$ cat src/rtl/sysid_checker_pkg.sv
// Purpose: shared types and constants for the sysid boot checker.
// Latency: n/a (declarations only).
// Backpressure: n/a (declarations only).
package sysid_checker_pkg;

    typedef enum logic [2:0] {
        AUTO,
        IDLE,
        ID_REQ,
        ID_WAIT,
        TS_REQ,
        TS_WAIT,
        CHECK
    } state_t;

    localparam logic SYSID_ADDR_ID = 1'b0;
    localparam logic SYSID_ADDR_TS = 1'b1;

    localparam int TMO_W = 16;

endpackage

$ cat src/rtl/sysid_read_engine.sv
// Purpose: one Avalon-MM word read (request and wait phases driven by the caller) with timeout and retry counting.
// Latency: combinational strobes; ok asserts in the wait phase on the cycle readdatavalid arrives.
// Backpressure: read/address held while avm_waitrequest=1; timeout counts cycles in both phases.
module sysid_read_engine
    import sysid_checker_pkg::*;
#(
    parameter int TIMEOUT_CYCLES = 255,
    parameter int RETRY_MAX      = 3
) (
    input  logic        clock,
    input  logic        reset,
    input  logic        go,
    input  logic        req,
    input  logic        addr,
    output logic        avm_address,
    output logic        avm_read,
    input  logic        avm_waitrequest,
    input  logic [31:0] avm_readdata,
    input  logic        avm_readdatavalid,
    output logic [31:0] rdata,
    output logic        accept,
    output logic        ok,
    output logic        retry,
    output logic        fail
);

    localparam logic [TMO_W-1:0] TMO_LAST  = TMO_W'(TIMEOUT_CYCLES - 1);
    localparam logic [7:0]       RETRY_LIM = 8'(RETRY_MAX);

    logic [TMO_W-1:0] tmo_cnt;
    logic [7:0]       retry_cnt;
    logic             tmo_hit;

    // Bus strobes and outcome decode; a response in the request phase is stale and ignored,
    // and a response landing on the timeout cycle beats the timeout.
    always_comb begin
        avm_address = addr;
        avm_read    = go & req & ~reset;
        rdata       = avm_readdata;
        accept      = avm_read & ~avm_waitrequest;
        ok          = go & ~req & avm_readdatavalid;
        tmo_hit     = go & (tmo_cnt == TMO_LAST) & ~ok;
        fail        = tmo_hit & (retry_cnt >= RETRY_LIM);
        retry       = tmo_hit & ~fail;
    end

    // Per-attempt cycle counter: restarts whenever a request phase is (re)entered.
    always_ff @(posedge clock) begin
        if (reset || !go || ok || tmo_hit) begin
            tmo_cnt <= '0;
        end else begin
            tmo_cnt <= tmo_cnt + 1'b1;
        end
    end

    // Retry counter: one bump per expired attempt, cleared between words.
    always_ff @(posedge clock) begin
        if (reset || !go || ok) begin
            retry_cnt <= '0;
        end else if (tmo_hit) begin
            retry_cnt <= retry_cnt + 1'b1;
        end
    end

endmodule

$ cat config.mk
export PLATFORM = sky130hd
export DESIGN_NAME = sysid_read_engine
export DESIGN_NICKNAME = d
export VERILOG_FILES = /design/src/rtl/sysid_checker_pkg.sv /design/src/rtl/sysid_read_engine.sv
export SDC_FILE = /design/constraint.sdc
export NUM_CORES = 1
export LEC_CHECK = 0
export BUFFER_PORTS_ARGS = -buffer_cell sky130_fd_sc_hd__buf_2
export CAP_MARGIN = 20
export CORE_MARGIN = 2
export CORE_UTILIZATION = 46
export CTS_BUF_LIST = sky130_fd_sc_hd__clkbuf_4
export CTS_CLUSTER_DIAMETER = 120
export DETAILED_ROUTE_END_ITERATION = 8
export MAX_ROUTING_LAYER = met4
export PLACE_DENSITY = 0.82
export SYNTH_ARGS = -nofsm -noshare
export SYNTH_HDL_FRONTEND = slang
export SYNTH_SLANG_ARGS = --single-unit
$ cat constraint.sdc
create_clock -name clock -period 2.54 [get_ports clock]
set_clock_uncertainty 0.2 [all_clocks]
set_input_delay 0.254 -clock clock [delete_from_list [all_inputs] [get_ports clock]]
set_output_delay 0.254 -clock clock [all_outputs]
set_load 0.02 [all_outputs]
Yosys cells after proc, flatten, opt, wreduce, memory -nomap -nowiden
Cells that the tools add are included.
- add/subtract/negate cells: 2
- multipliers: 0
- divide/modulo/power cells: 0
- $lt $le $gt $ge: 1
- eq/ne operators: 1
- shift operators: 0
- multiplexer cells: 0
- bitwise operators: 14
- reduce and logical (&&, ||, !) cells: 4
- operators by type and width (kind ; number):
    $add 16x1->16 const B ; 1
    $eq 16x8->1 const B ; 1
    $and 1x1->1 ; 9
    $add 8x1->8 const B ; 1
    $ge 8x2->1 const B ; 1
    $not 1->1 ; 5
    $logic_or 1x1->1 ; 3
    $logic_not 1->1 ; 1
- register bits: 24
- bits in latches: 0
- RAM bits: 0
- ROM bits: 0
- input bits: 39
- output and inout port bits: 38
- memories kept: 0

Longest topological paths before layout
Gate-level depths: netlist of run 1.
- depth after elaboration: 8
- mapped depth: 8

Least setup slack after synthesis of run 1
Ideal clock, no wire load.
- kind: register to output
- start: reg tmo_cnt[1]
- end: out fail
- arrival: 1.571 ns
- required time: 2.086 ns
- path slack: 0.515 ns
- stages on the path, launching flop included: 7
- path buffers: 1
- cell sequence: dfxtp_1 > ha_1 > nor4b_2 > nand4_2 > buf_2 > nand2b_1 > a21oi_1
- cells in the longest elaborated chain, start to end: 4
- RTL lines (element ; RTL line ; text):
    start, declared ; sysid_read_engine.sv:30 ; logic [TMO_W-1:0] tmo_cnt;
    start signal, assigned ; sysid_read_engine.sv:52 ; tmo_cnt <= tmo_cnt + 1'b1;
    $eq 16x8->1 ; sysid_read_engine.sv:42 ; tmo_hit = go & (tmo_cnt == TMO_LAST) & ~ok;
    $and 1x1->1 (2 in series) ; sysid_read_engine.sv:42 ;
    $and 1x1->1 ; sysid_read_engine.sv:43 ; fail = tmo_hit & (retry_cnt >= RETRY_LIM);
    end, declared ; sysid_read_engine.sv:24 ; output logic fail
No other way between the ends.

Final worst setup path of run 1
Same ends and word-level chain as after synthesis.

==> results.md, run 1 <==
Logic synthesis:
- The cell accounting for the most synthesized area is sky130_fd_sc_hd__dfxtp_1.
- The unique cell type count in the Yosys netlist is 37.
- After synthesis, the largest area contributor takes up 33.7% of total cell area.
- The post-synthesis cell area is 1430 µm².
- The synthesis-stage register bit count is 24.
- Yosys attributes the largest share of cell area to sky130_fd_sc_hd__dfxtp_1 (34%), sky130_fd_sc_hd__buf_4 (17%), sky130_fd_sc_hd__nor2_1 (5.0%).
- The number of enable-type register cells in the synthesized netlist is 0.
- The fraction of registers with async set/reset is 0%.
- After synthesis, flip-flops and latches occupy 33.7% of the total area.
- The library cell with the highest instance count after synthesis is sky130_fd_sc_hd__buf_4.
- In the synthesized netlist the dominant register cell turns out to be sky130_fd_sc_hd__dfxtp_1.
- Synthesis produced a netlist with a net count of 212.
- The cell count after synthesis is 170.
- The count of yosys warnings during synthesis is 0.
- The mean post-synth cell area is 8.39 µm².
- By count the netlist is led by sky130_fd_sc_hd__buf_4 (33), sky130_fd_sc_hd__dfxtp_1 (24), sky130_fd_sc_hd__nor2_1 (19).

Routing:
- In this run, the number of DRC markers left after iteration 0 of detailed routing was 13.
- The count of nets left with antenna violations after detail routing is 0.
- The post-detailed-routing wire length is 2210 µm.
- The vias after detailed routing is 1013.
- For this run, design rule violations remaining after detail routing come to 0.
- Using the TritonRoute via totals, the vias-per-cell ratio works out to 5.54.
- The first detailed-routing pass ran for 4 iterations.
- In the final routed layout, each cell accounts on average for 12.1 µm.

Clock network:
- The clock latency on the worst-skew pair is 0.31 ns.
- The total CTS buffers is 3.
- The cell chosen for the clock root is sky130_fd_sc_hd__clkbuf_4.
- Hold repair after CTS inserted 0 buffers.
- After clock tree synthesis, the clock-pin slew on the worst setup and hold paths is 0.13 ns.
- The clock passes through at most 2 buffers.
- CTS saw 24 sinks.
- The level count of the clock H-tree is 1.
- TritonCTS built the clock tree.

Timing:
- The final number of setup-violating endpoints is 0.
- The number of pins with negative max-slew slack in the final report is 0.
- Setup repair after global routing left no endpoint under its margin.
- Once routing completed, OpenROAD measured the worst setup slack at 0.248 ns.
- Measured against its own limit, the worst slew margin works out to 77.3%.
- At the pin with the least slew margin, the transition time is 0.338 ns.
- The worst path uses 90.3% of the clock period.
- The worst path needs 2.29 ns of the cycle, external delays included.
- The achievable frequency is 436 MHz.
- The setup TNS is 0 ns.
- The final hold violation count came to 0.

Critical path:
- Walking the worst path, the cells encountered are ha_1 > nor4b_2 > nand4_4 > nand2b_1 > a21oi_1 > buf_2.
- The cell with the biggest individual delay on the critical path is sky130_fd_sc_hd__dfxtp_1.
- In this design, the stage delay of the slowest critical-path cell is 0.44 ns.
- The sort of element at the end of the critical path is an output pin.
- Among cell families on the critical path, the largest total delay comes from simple AND/OR/NAND/NOR gates.
- The first element of the critical path is tmo_cnt[1].
- For the worst setup path, the data required time is 2.09 ns.
- In this run the worst path has a maximum fanout of 6.
- The startpoint of the worst-slack reg-to-reg timing path is tmo_cnt[1].
- Data on the critical path arrives at its endpoint at 1.84 ns.
- The worst setup path is launched from a flip-flop.
- The number of buffers and inverters on the critical path is 1.
- The worst setup path category is reg -> out.

Finish:
- Relative to the synthesized area, the layout overhead comes to -6.67%.
- The repair_antennas step left the layout with diodes totalling 0.
- Fill cells in the final layout number 290.
- In the final layout, the share of cells above drive strength 1 is 15.3%.
- At the end of the flow, the number of nets in the layout was 193.
- The finished layout holds 183 standard cells, fillers aside.

Outcome:
- The run finished with clean final reports.

Min path:
- In this run the worst hold path is classified as in -> reg.
- The source of the worst hold timing path is req.

Power and ir drop:
- The total power is 0.673 mW.
- The highest ir drop seen on vdd is 0.472 mV.
- The total power per unit cell area is 505 nW/µm².
- The cell leakage power is 0.464 nW.

Global route:
- The total global routing overflow is 0.
- The via count of the first global-routing pass is 929.
- The largest net degree at the start of global routing is 17.
- The wire length of the first global-routing pass is 3780 µm.
- For this run, the total global-route usage over all layers was measured as 14.2%.
- The initial antenna violation count is 0.

Floorplan:
- After floorplanning, the core was divided into 20 placement rows.
- The floorplan step set the die width to 59.7 µm.
- The total area inside the core boundary comes to 3000 µm².
- The die is 59.7 µm tall.
- The starting density of the core is 47.5%.
- The die covers 3560 µm².
- The boundary pin count is 77.

Placed design:
- The post-placement cell count is 178.
- The worst setup slack after placement is 0.367 ns.
- The sum of net half-perimeters after detailed placement is 1610 µm.
- The final estimated routing congestion in global placement is 0.811.
- Port buffering added 10 buffers.

Run:
- Max-cap violations in this run came to 0.
[cell type report]
type / instances / area, µm² / area share [%]
inverters: 9 / 33.8 / 2.54
clock buffers: 3 / 22.5 / 1.69
flip-flops and latches: 24 / 480 / 36.1
multi-input cells: 101 / 658 / 49.4
clock inverters: 1 / 30.0 / 2.26
repair buffers: 12 / 65.1 / 4.89
well taps: 33 / 41.3 / 3.10
[kinds of logic after synthesis]
family,Yosys count,synth area share (%)
simple gates,66,27.0
compound gates,18,7.10
flops,24,33.7
xor+xnor,13,7.98
buf+inv,45,20.8
mux,1,0.789
fa+ha+maj,3,2.63
[per-stage QoR]
stage	utilization (%)	instance area, µm²	hold WS [ns]
after detailed placement	42.0	1260	0.267
after CTS	43.8	1320	0.178
after global routing	44.3	1330	0.207
final	44.3	1330	0.187
after global placement	42.0	1260	0.262
after floorplan	-	1430	0.244
[cell usage in the layout (no fill, tap or decap), types with 2 or more instances in the layout]
cell	count
sky130_fd_sc_hd__a21oi_1	9
sky130_fd_sc_hd__buf_2	10
sky130_fd_sc_hd__buf_4	2
sky130_fd_sc_hd__clkbuf_4	3
sky130_fd_sc_hd__dfxtp_1	24
sky130_fd_sc_hd__ha_1	3
sky130_fd_sc_hd__inv_1	9
sky130_fd_sc_hd__nand2_1	5
sky130_fd_sc_hd__nand3_1	8
sky130_fd_sc_hd__nand4_1	4
sky130_fd_sc_hd__nor2_1	19
sky130_fd_sc_hd__nor2b_1	2
sky130_fd_sc_hd__nor3_1	5
sky130_fd_sc_hd__nor4_1	3
sky130_fd_sc_hd__o21ai_0	4
sky130_fd_sc_hd__o31ai_1	2
sky130_fd_sc_hd__or3_1	4
sky130_fd_sc_hd__or4_1	2
sky130_fd_sc_hd__xnor2_1	7
sky130_fd_sc_hd__xor2_1	6
[state kept, by name (all words and copies together), names as in the netlist]
signal and cells:
retry_cnt 8, tmo_cnt 16
[timing repair]
| item | 4_1_cts | 5_1_grt |
|---|---|---|
| gates resized for setup | 0 | 1 |
| setup buffers | 0 | 1 |
| endpoints found under the setup margin | 0 | 2 |
[path summary, 6_finish.rpt]
path	endpoint	slack (ns)	cells past startpoint
worst max-delay path	fail	0.25	6
worst min register to register	retry_cnt[1]	0.28	2
worst min-delay path	retry_cnt[0]	0.19	4
worst max register to register	retry_cnt[7]	0.28	6
[power by group]
group / internal, mW / switching (mW)
clock network: 0.160 / 0.111
logic: 0.00869 / 0.0141
registers: 0.378 / 0.00210
[layer usage]
layer,global-route usage [%],vias up,wire (µm)
met4,5.08,0,14
li1,-,510,-
met2,25.0,20,1160
met5,-,-,0
met3,4.55,2,132
met1,14.7,481,909
[worst reg2reg max path: stages (launching register included)]
cell and delay [ns]:
sky130_fd_sc_hd__dfxtp_1 0.44, sky130_fd_sc_hd__ha_1 0.17, sky130_fd_sc_hd__nor4b_2 0.28, sky130_fd_sc_hd__nand4_4 0.16
sky130_fd_sc_hd__buf_4 0.21, sky130_fd_sc_hd__nor4_1 0.34, sky130_fd_sc_hd__mux2_2 0.37
No activity file was read; power rests on OpenSTA's default activity.
==> run 2: changes to the inputs <==
==> constraint.sdc (replaced) <==
create_clock -name clock -period 2.54 [get_ports clock]
set_clock_uncertainty 0.2 [all_clocks]
set_input_delay 0.381 -clock clock [delete_from_list [all_inputs] [get_ports clock]]
set_output_delay 0.381 -clock clock [all_outputs]
set_load 0.02 [all_outputs]
==> run 2 against run 1 <==
Against the previous run: final cell count rose by 1.1%; critical path depth rose by 1; power shrank 15%; first-iteration DRC count fell by 7.7%; clock power fell by 38%; wire length grew 2.5%; flip-flop and latch count is the same; combinational power barely moved; critical endpoint unchanged; largest cell class unchanged; highest routed layer unchanged.
==> results.md, run 2 (synthesized netlist as in run 1, its figures left out) <==
Outcome:
- The run finished with clean final reports.

Global route:
- The first global-routing pass estimated 3840 µm of wire.
- For this run, global-route usage on met3 was measured as 4.55%.
- Global routing used 14.3% of the available tracks across all layers.
- The met2 track demand over resource in global routing is 24.1%.
- The initial antenna violation count was 0.
- Entering global routing, the biggest net connects 17 pins.
- The via count of the first global-routing pass is 927.
- Global routing consumed, on the met1 layer, 15.4% of the routing resources.
- met2 is the most crowded layer.
- The total overflow left after global routing is 0.

Floorplan:
- The die is 59.7 µm wide.
- The core region is 3000 µm².
- The floorplan has 20 rows.
- The area of the die is 3560 µm².
- For this design the top-level I/O count stands at 77.
- The die boundary height is 59.7 µm.
- The starting density of the core is 47.5%.

Timing:
- Setup violations remaining at the end of the flow were counted as 0.
- Setup repair after global routing left no endpoint under its margin.
- The minimum clock period after layout is 2.34 ns.
- Static timing analysis puts the maximum clock frequency at 427 MHz.
- The relative slew slack is 76.4%.
- The actual slew at the worst max-slew pin is 0.350 ns.
- The final hold violation count is 0.
- The setup TNS is 0 ns.
- After layout, the worst path uses 92.1% of the clock period.
- The number of pins with negative max-slew slack in the final report was 0.

Critical path:
- STA classifies the critical path endpoint as an output pin.
- The critical path goes through inv_1 > ha_1 > nor4b_4 > nand4_2 > nand2b_1 > a21oi_1 > buf_2.
- At the worst endpoint, the required time is 1.96 ns.
- The worst register-to-register path has a depth of 8.
- The data arrival time of the critical path is 1.76 ns.
- The worst stage delay on the critical path is 0.39 ns.
- The worst setup path category is reg -> out.
- The register-to-register path setup slack is 0.34 ns.
- The worst setup path is launched from a flip-flop.
- The critical path's top delay family is simple AND/OR/NAND/NOR gates.
- The critical path crosses 7 cells after its start point.
- The startpoint of the worst-slack reg-to-reg timing path is tmo_cnt[0].
- The worst register-to-register path ends at retry_cnt[6].
- The combined buffer and inverter count along the critical path is 2.
- The first element of the critical path is tmo_cnt[0].
- On the critical path, the stage with the largest delay is an instance of sky130_fd_sc_hd__dfxtp_1.
- The biggest fanout along the worst timing path is 7.

Finish:
- The signed area change from the synthesized netlist to the final layout is -7.37%.
- The largest registers in the layout are tmo_cnt (16), retry_cnt (8).
- The register ranked first by flip-flop count is tmo_cnt.
- In the layout the commonest cells are sky130_fd_sc_hd__dfxtp_1 (23), sky130_fd_sc_hd__nor2_1 (19), sky130_fd_sc_hd__buf_2 (10), sky130_fd_sc_hd__inv_1 (9), sky130_fd_sc_hd__a21oi_1 (9).
- For this run, the post-layout net count is 195.
- The number of antenna diodes in the final layout is 0.
- The final core utilization is 44.0%.
- Leaving out fill and tap cells, the most frequent cell in the layout is sky130_fd_sc_hd__dfxtp_1.
- The flip-flop count of the largest register after layout is 16.
- The post-route netlist has 16.4% of its cells at a drive strength greater than 1.

Min path:
- The cell depth of the worst min-delay path is 5.
- The path class of the tightest hold or removal check is in -> reg.
- The path with the worst hold slack has its endpoint at retry_cnt[4].
- The worst hold path begins at reset.

Routing:
- The routed layout has 996 vias.
- The routed via count divided by cell count is 5.38.
- After detailed routing, the average wire length per cell comes to 12.3 µm.
- The first TritonRoute pass finished after 4 iterations.
- The violation count after the first detailed-route iteration is 12.
- The count of nets left with antenna violations after detail routing is 0.
- The post-detailed-routing wire length is 2270 µm.
- In the routed design, unresolved DRC markers number 0.

Clock network:
- Counting along the longest clock path gives a buffer depth of 2.
- The number of clock sinks is 24.
- The cell chosen for the clock root is sky130_fd_sc_hd__clkbuf_4.
- The clock latency on the worst-skew pair is 0.31 ns.
- TritonCTS built the clock tree.
- TritonCTS created 3 clock buffers.
- After clock tree synthesis, the clock-pin slew on the worst setup and hold paths is 0.13 ns.
- CTS built an H-tree with a depth of 1.

Placed design:
- The final estimated routing congestion in global placement is 0.791.
- Detailed placement ended at an HPWL of 1700 µm.
- The count of buffers inserted at the top-level ports is 10.

Power and ir drop:
- The highest ir drop seen on vdd is 0.327 mV.
- Dividing total power by cell area gives a power density of 432 nW/µm².
- The cell leakage power is 0.470 nW.

Run:
- The tool flagged a number of max-cap violations equal to 0.
## run 2: metal layers
layer,share of wire (%),up-vias
met5,0,-
met4,0.97,0
met3,6.0,2
met2,51,17
met1,42,468
li1,-,509
## run 2: where the power goes
part	internal [mW]	switching, mW
combinational	0.00902	0.0138
clock	0.0574	0.110
sequential	0.378	0.00209
## run 2: timing repair
item | CTS | global route
endpoints found under the hold margin | 0 | 0
buffers inserted | 0 | 2
hold buffers | 0 | 0
endpoints found under the setup margin | 0 | 2
gates resized for setup | 0 | 2
## run 2: worst max path at each step
| stage | end |
|---|---|
| 2_1_floorplan | fail |
| 4_1_cts | fail |
| 3_3_place_gp | retry_cnt[5] |
| 5_1_grt | fail |
| 3_5_place_dp | retry_cnt[6] |
| 6_report | fail |
## run 2: area by class of cell
type                    instances  area, µm²
clock buffers                   3       22.5
clock inverters                 1       3.75
fillers                       295       1680
inverters                       9       33.8
multi-input cells             101        658
flip-flops and latches         24        482
well taps                      33       41.3
repair buffers                 14       80.1
## run 2: stage by stage
stage / setup slack [ns] / cell area, µm² / cells / hold slack (ns) / power (mW)
after global routing: 0.0114 / 1320 / 185 / 0.306 / 0.600
final: 0.200 / 1320 / 185 / 0.297 / 0.570
after floorplan: 0.388 / 1430 / 170 / 0.244 / 0.477
after global placement: 0.427 / 1270 / 179 / 0.261 / 0.410
after detailed placement: 0.374 / 1270 / 179 / 0.280 / 0.411
after CTS: 0.0488 / 1300 / 183 / 0.295 / 0.579
## run 2: worst register-to-register path, delay by kind of cell (launching register included)
family	cells	cell delay (ns)
compound gates	1	0.15
simple gates	3	0.86
fa+ha+maj	1	0.14
flops	1	0.39
buf+inv	3	0.41
==> run 3: changes to the inputs <==
--- a/config.mk
+++ b/config.mk
@@ -14,6 +14,7 @@
 export DETAILED_ROUTE_END_ITERATION = 8
 export MAX_ROUTING_LAYER = met4
 export PLACE_DENSITY = 0.82
+export SETUP_SLACK_MARGIN = 0.3
 export SYNTH_ARGS = -nofsm -noshare
 export SYNTH_HDL_FRONTEND = slang
 export SYNTH_SLANG_ARGS = --single-unit
==> run 3 against run 2 <==
Against the previous run: flip-flop and latch count is the same; critical path depth fell by 1; utilization increased by 1.9 points; highest routed layer unchanged; clock power is essentially flat; largest cell class unchanged; setup slack better by 0.18 ns; fmax increased by 8.3%; combinational power rose by 20%; sequential power is essentially flat.
==> results.md, run 3 (synthesized netlist as in run 1, its figures left out) <==
Floorplan:
- Pin placement for this block handled 77 I/O pins.
- The number of placement rows is 20.
- The starting density of the core is 47.5%.
- From bottom edge to top edge, the die measures 59.7 µm.
- The area of the die is 3560 µm².
- The area of the core is 3000 µm².
- The die is 59.7 µm wide.

Power and ir drop:
- The analysis attributes to cell leakage a power of 0.493 nW.
- The total power per unit cell area is 416 nW/µm².
- The highest ir drop seen on vdd is 0.326 mV.

Clock network:
- The number of clock sinks is 24.
- The clock tree from TritonCTS is yes.
- CTS built an H-tree with a depth of 1.
- No sink is reached through more buffers than the 2 on the longest clock path.
- The clock latency on the worst-skew pair is 0.31 ns.
- For this design, the CTS-stage hold fixing added 0 buffers.
- The total CTS buffers is 3.
- Clock-pin slew was measured on the worst setup and hold paths at 0.12 ns.
- CTS placed an instance of sky130_fd_sc_hd__clkbuf_4 at the clock tree root.

Routing:
- The wire length per cell is 13.0 µm.
- Across all layers, the routed design uses 1010 vias.
- The count of nets left with antenna violations after detail routing is 0.
- The count of unresolved DRC violations after routing is 0.
- The first detailed-routing pass ran for 4 iterations.
- The post-detailed-routing wire length is 2420 µm.
- After detailed routing, the number of vias per cell comes to 5.43.
- The violation count after the first detailed-route iteration is 17.

Global route:
- The overall routing resource usage is 14.6%.
- The via count of the first global-routing pass is 942.
- The largest net degree at the start of global routing is 17.
- The initial antenna violation count was 0.
- The wire length of the first global-routing pass is 3930 µm.
- The total overflow left after global routing is 0.

Timing:
- The achievable frequency is 463 MHz.
- Summed over all failing endpoints, the final setup total negative slack is 0 ns.
- The number of pins with negative max-slew slack in the final report is 0.
- The final hold violation count is 0.
- Setup repair after global routing could not meet its margin everywhere.
- The relative slew slack is 77.4%.
- The minimum clock period after layout is 2.16 ns.
- The worst path uses 85.1% of the clock period.
- Setup slack closes at 0.379 ns.
- The actual slew at the worst max-slew pin is 0.337 ns.
- Setup violations remaining at the end of the flow were counted as 0.

Min path:
- The source of the worst hold timing path is reset.
- The type of the worst min-delay path is in -> reg.

Finish:
- In the final layout, the share of cells above drive strength 1 is 22.9%.
- The storage element area is 490 µm².
- The leading cell type in the layout, fill and taps excluded is sky130_fd_sc_hd__dfxtp_1.
- Summing all multi-input logic gate instances after layout gives 691 µm².
- The largest registers in the layout are tmo_cnt (16), retry_cnt (8).
- The number of diodes added for antenna fixing is 0.
- The final net count is 196.
- The number of non-filler instances in the completed layout is 186.
- The fill cell total of the finished layout is 283.
- In the layout the commonest cells are sky130_fd_sc_hd__dfxtp_1 (20), sky130_fd_sc_hd__nor2_1 (18).
- The signed area change from the synthesized netlist to the final layout is -3.42%.
- The flip-flop count of the largest register after layout is 16.
- Counting flops per register, the top entry is tmo_cnt.

Critical path:
- The data arrival time of the critical path is 1.58 ns.
- The worst setup path is launched from a flip-flop.
- The first element of the critical path is tmo_cnt[1].
- The biggest fanout along the worst timing path is 6.
- The startpoint identified for the worst register-to-register timing path is tmo_cnt[1].
- STA classifies the critical path endpoint as an output pin.
- The worst setup path category is reg -> out.
- Data on the critical path is required at its endpoint by 1.96 ns.

Run:
- The number of violations of the max-capacitance limit is 0.

Outcome:
- The flow ran to the end, and the final reports show no timing, DRC or antenna violations.

Placed design:
- Routability-driven placement finished with a final weighted congestion of 0.791.
- The worst setup slack after placement is 0.374 ns.
- Detailed placement finished with a half-perimeter wire length of 1700 µm.
- The post-placement cell count is 179.
- During placement, the flow inserted port buffers numbering 10.
[run 3: cell types whose count changed in the layout (fill, tap and decap cells not counted), sizes merged]
cell  previous run  this run
buf             14        15
[run 3: final timing paths]
path | depth (start not counted) | endpoint | slack, ns
hold / removal | 5 | retry_cnt[4] | 0.30
hold reg to reg | 2 | retry_cnt[1] | 0.30
setup reg to reg | 7 | retry_cnt[6] | 0.45
setup / recovery | 6 | fail | 0.38
[run 3: stage by stage]
stage               hold WS [ns]  power (mW)  cell area, µm²  utilization (%)
finish                     0.298       0.573            1380             45.9
global route               0.307       0.602            1380             45.9
CTS                        0.295       0.580            1340             44.6
detailed placement         0.280       0.411            1270             42.3
global placement           0.261       0.410            1270             42.3
floorplan                  0.244       0.477            1430                -
[run 3: final cells by class]
| class | instances | share of cell area [%] |
|---|---|---|
| flip-flops and latches | 24 | 35.6 |
| inverters | 9 | 2.63 |
| clock inverters | 1 | 0.272 |
| well taps | 33 | 3.00 |
| repair buffers | 15 | 6.72 |
| clock buffers | 3 | 1.63 |
| multi-input cells | 101 | 50.1 |
[run 3: timing repair]
action	4_1_cts	5_1_grt
setup buffers	2	1
setup endpoints to repair	2	3
pin swaps	1	3
gates resized for setup	7	10
[run 3: power by group]
part | leakage (nW) | total, mW | internal, mW | switching [mW]
registers | 0.196 | 0.378 | 0.376 | 0.00177
clock network | 0.0154 | 0.168 | 0.0575 | 0.110
logic | 0.281 | 0.0273 | 0.0113 | 0.0161
[run 3: critical path, stage by stage, from the launching register on]
cell	delay, ns
sky130_fd_sc_hd__dfxtp_4	0.41
sky130_fd_sc_hd__ha_4	0.13
sky130_fd_sc_hd__nor4b_4	0.19
sky130_fd_sc_hd__nand4_2	0.13
sky130_fd_sc_hd__nand2b_4	0.17
sky130_fd_sc_hd__a21oi_2	0.10
sky130_fd_sc_hd__buf_4	0.14
[run 3: routing by layer]
layer	track usage, %	vias to the layer above	wire length [µm]
li1	-	511	-
met1	16.0	482	1030
met2	24.4	15	1240
met3	4.55	2	134
met4	6.03	0	22
met5	-	-	0
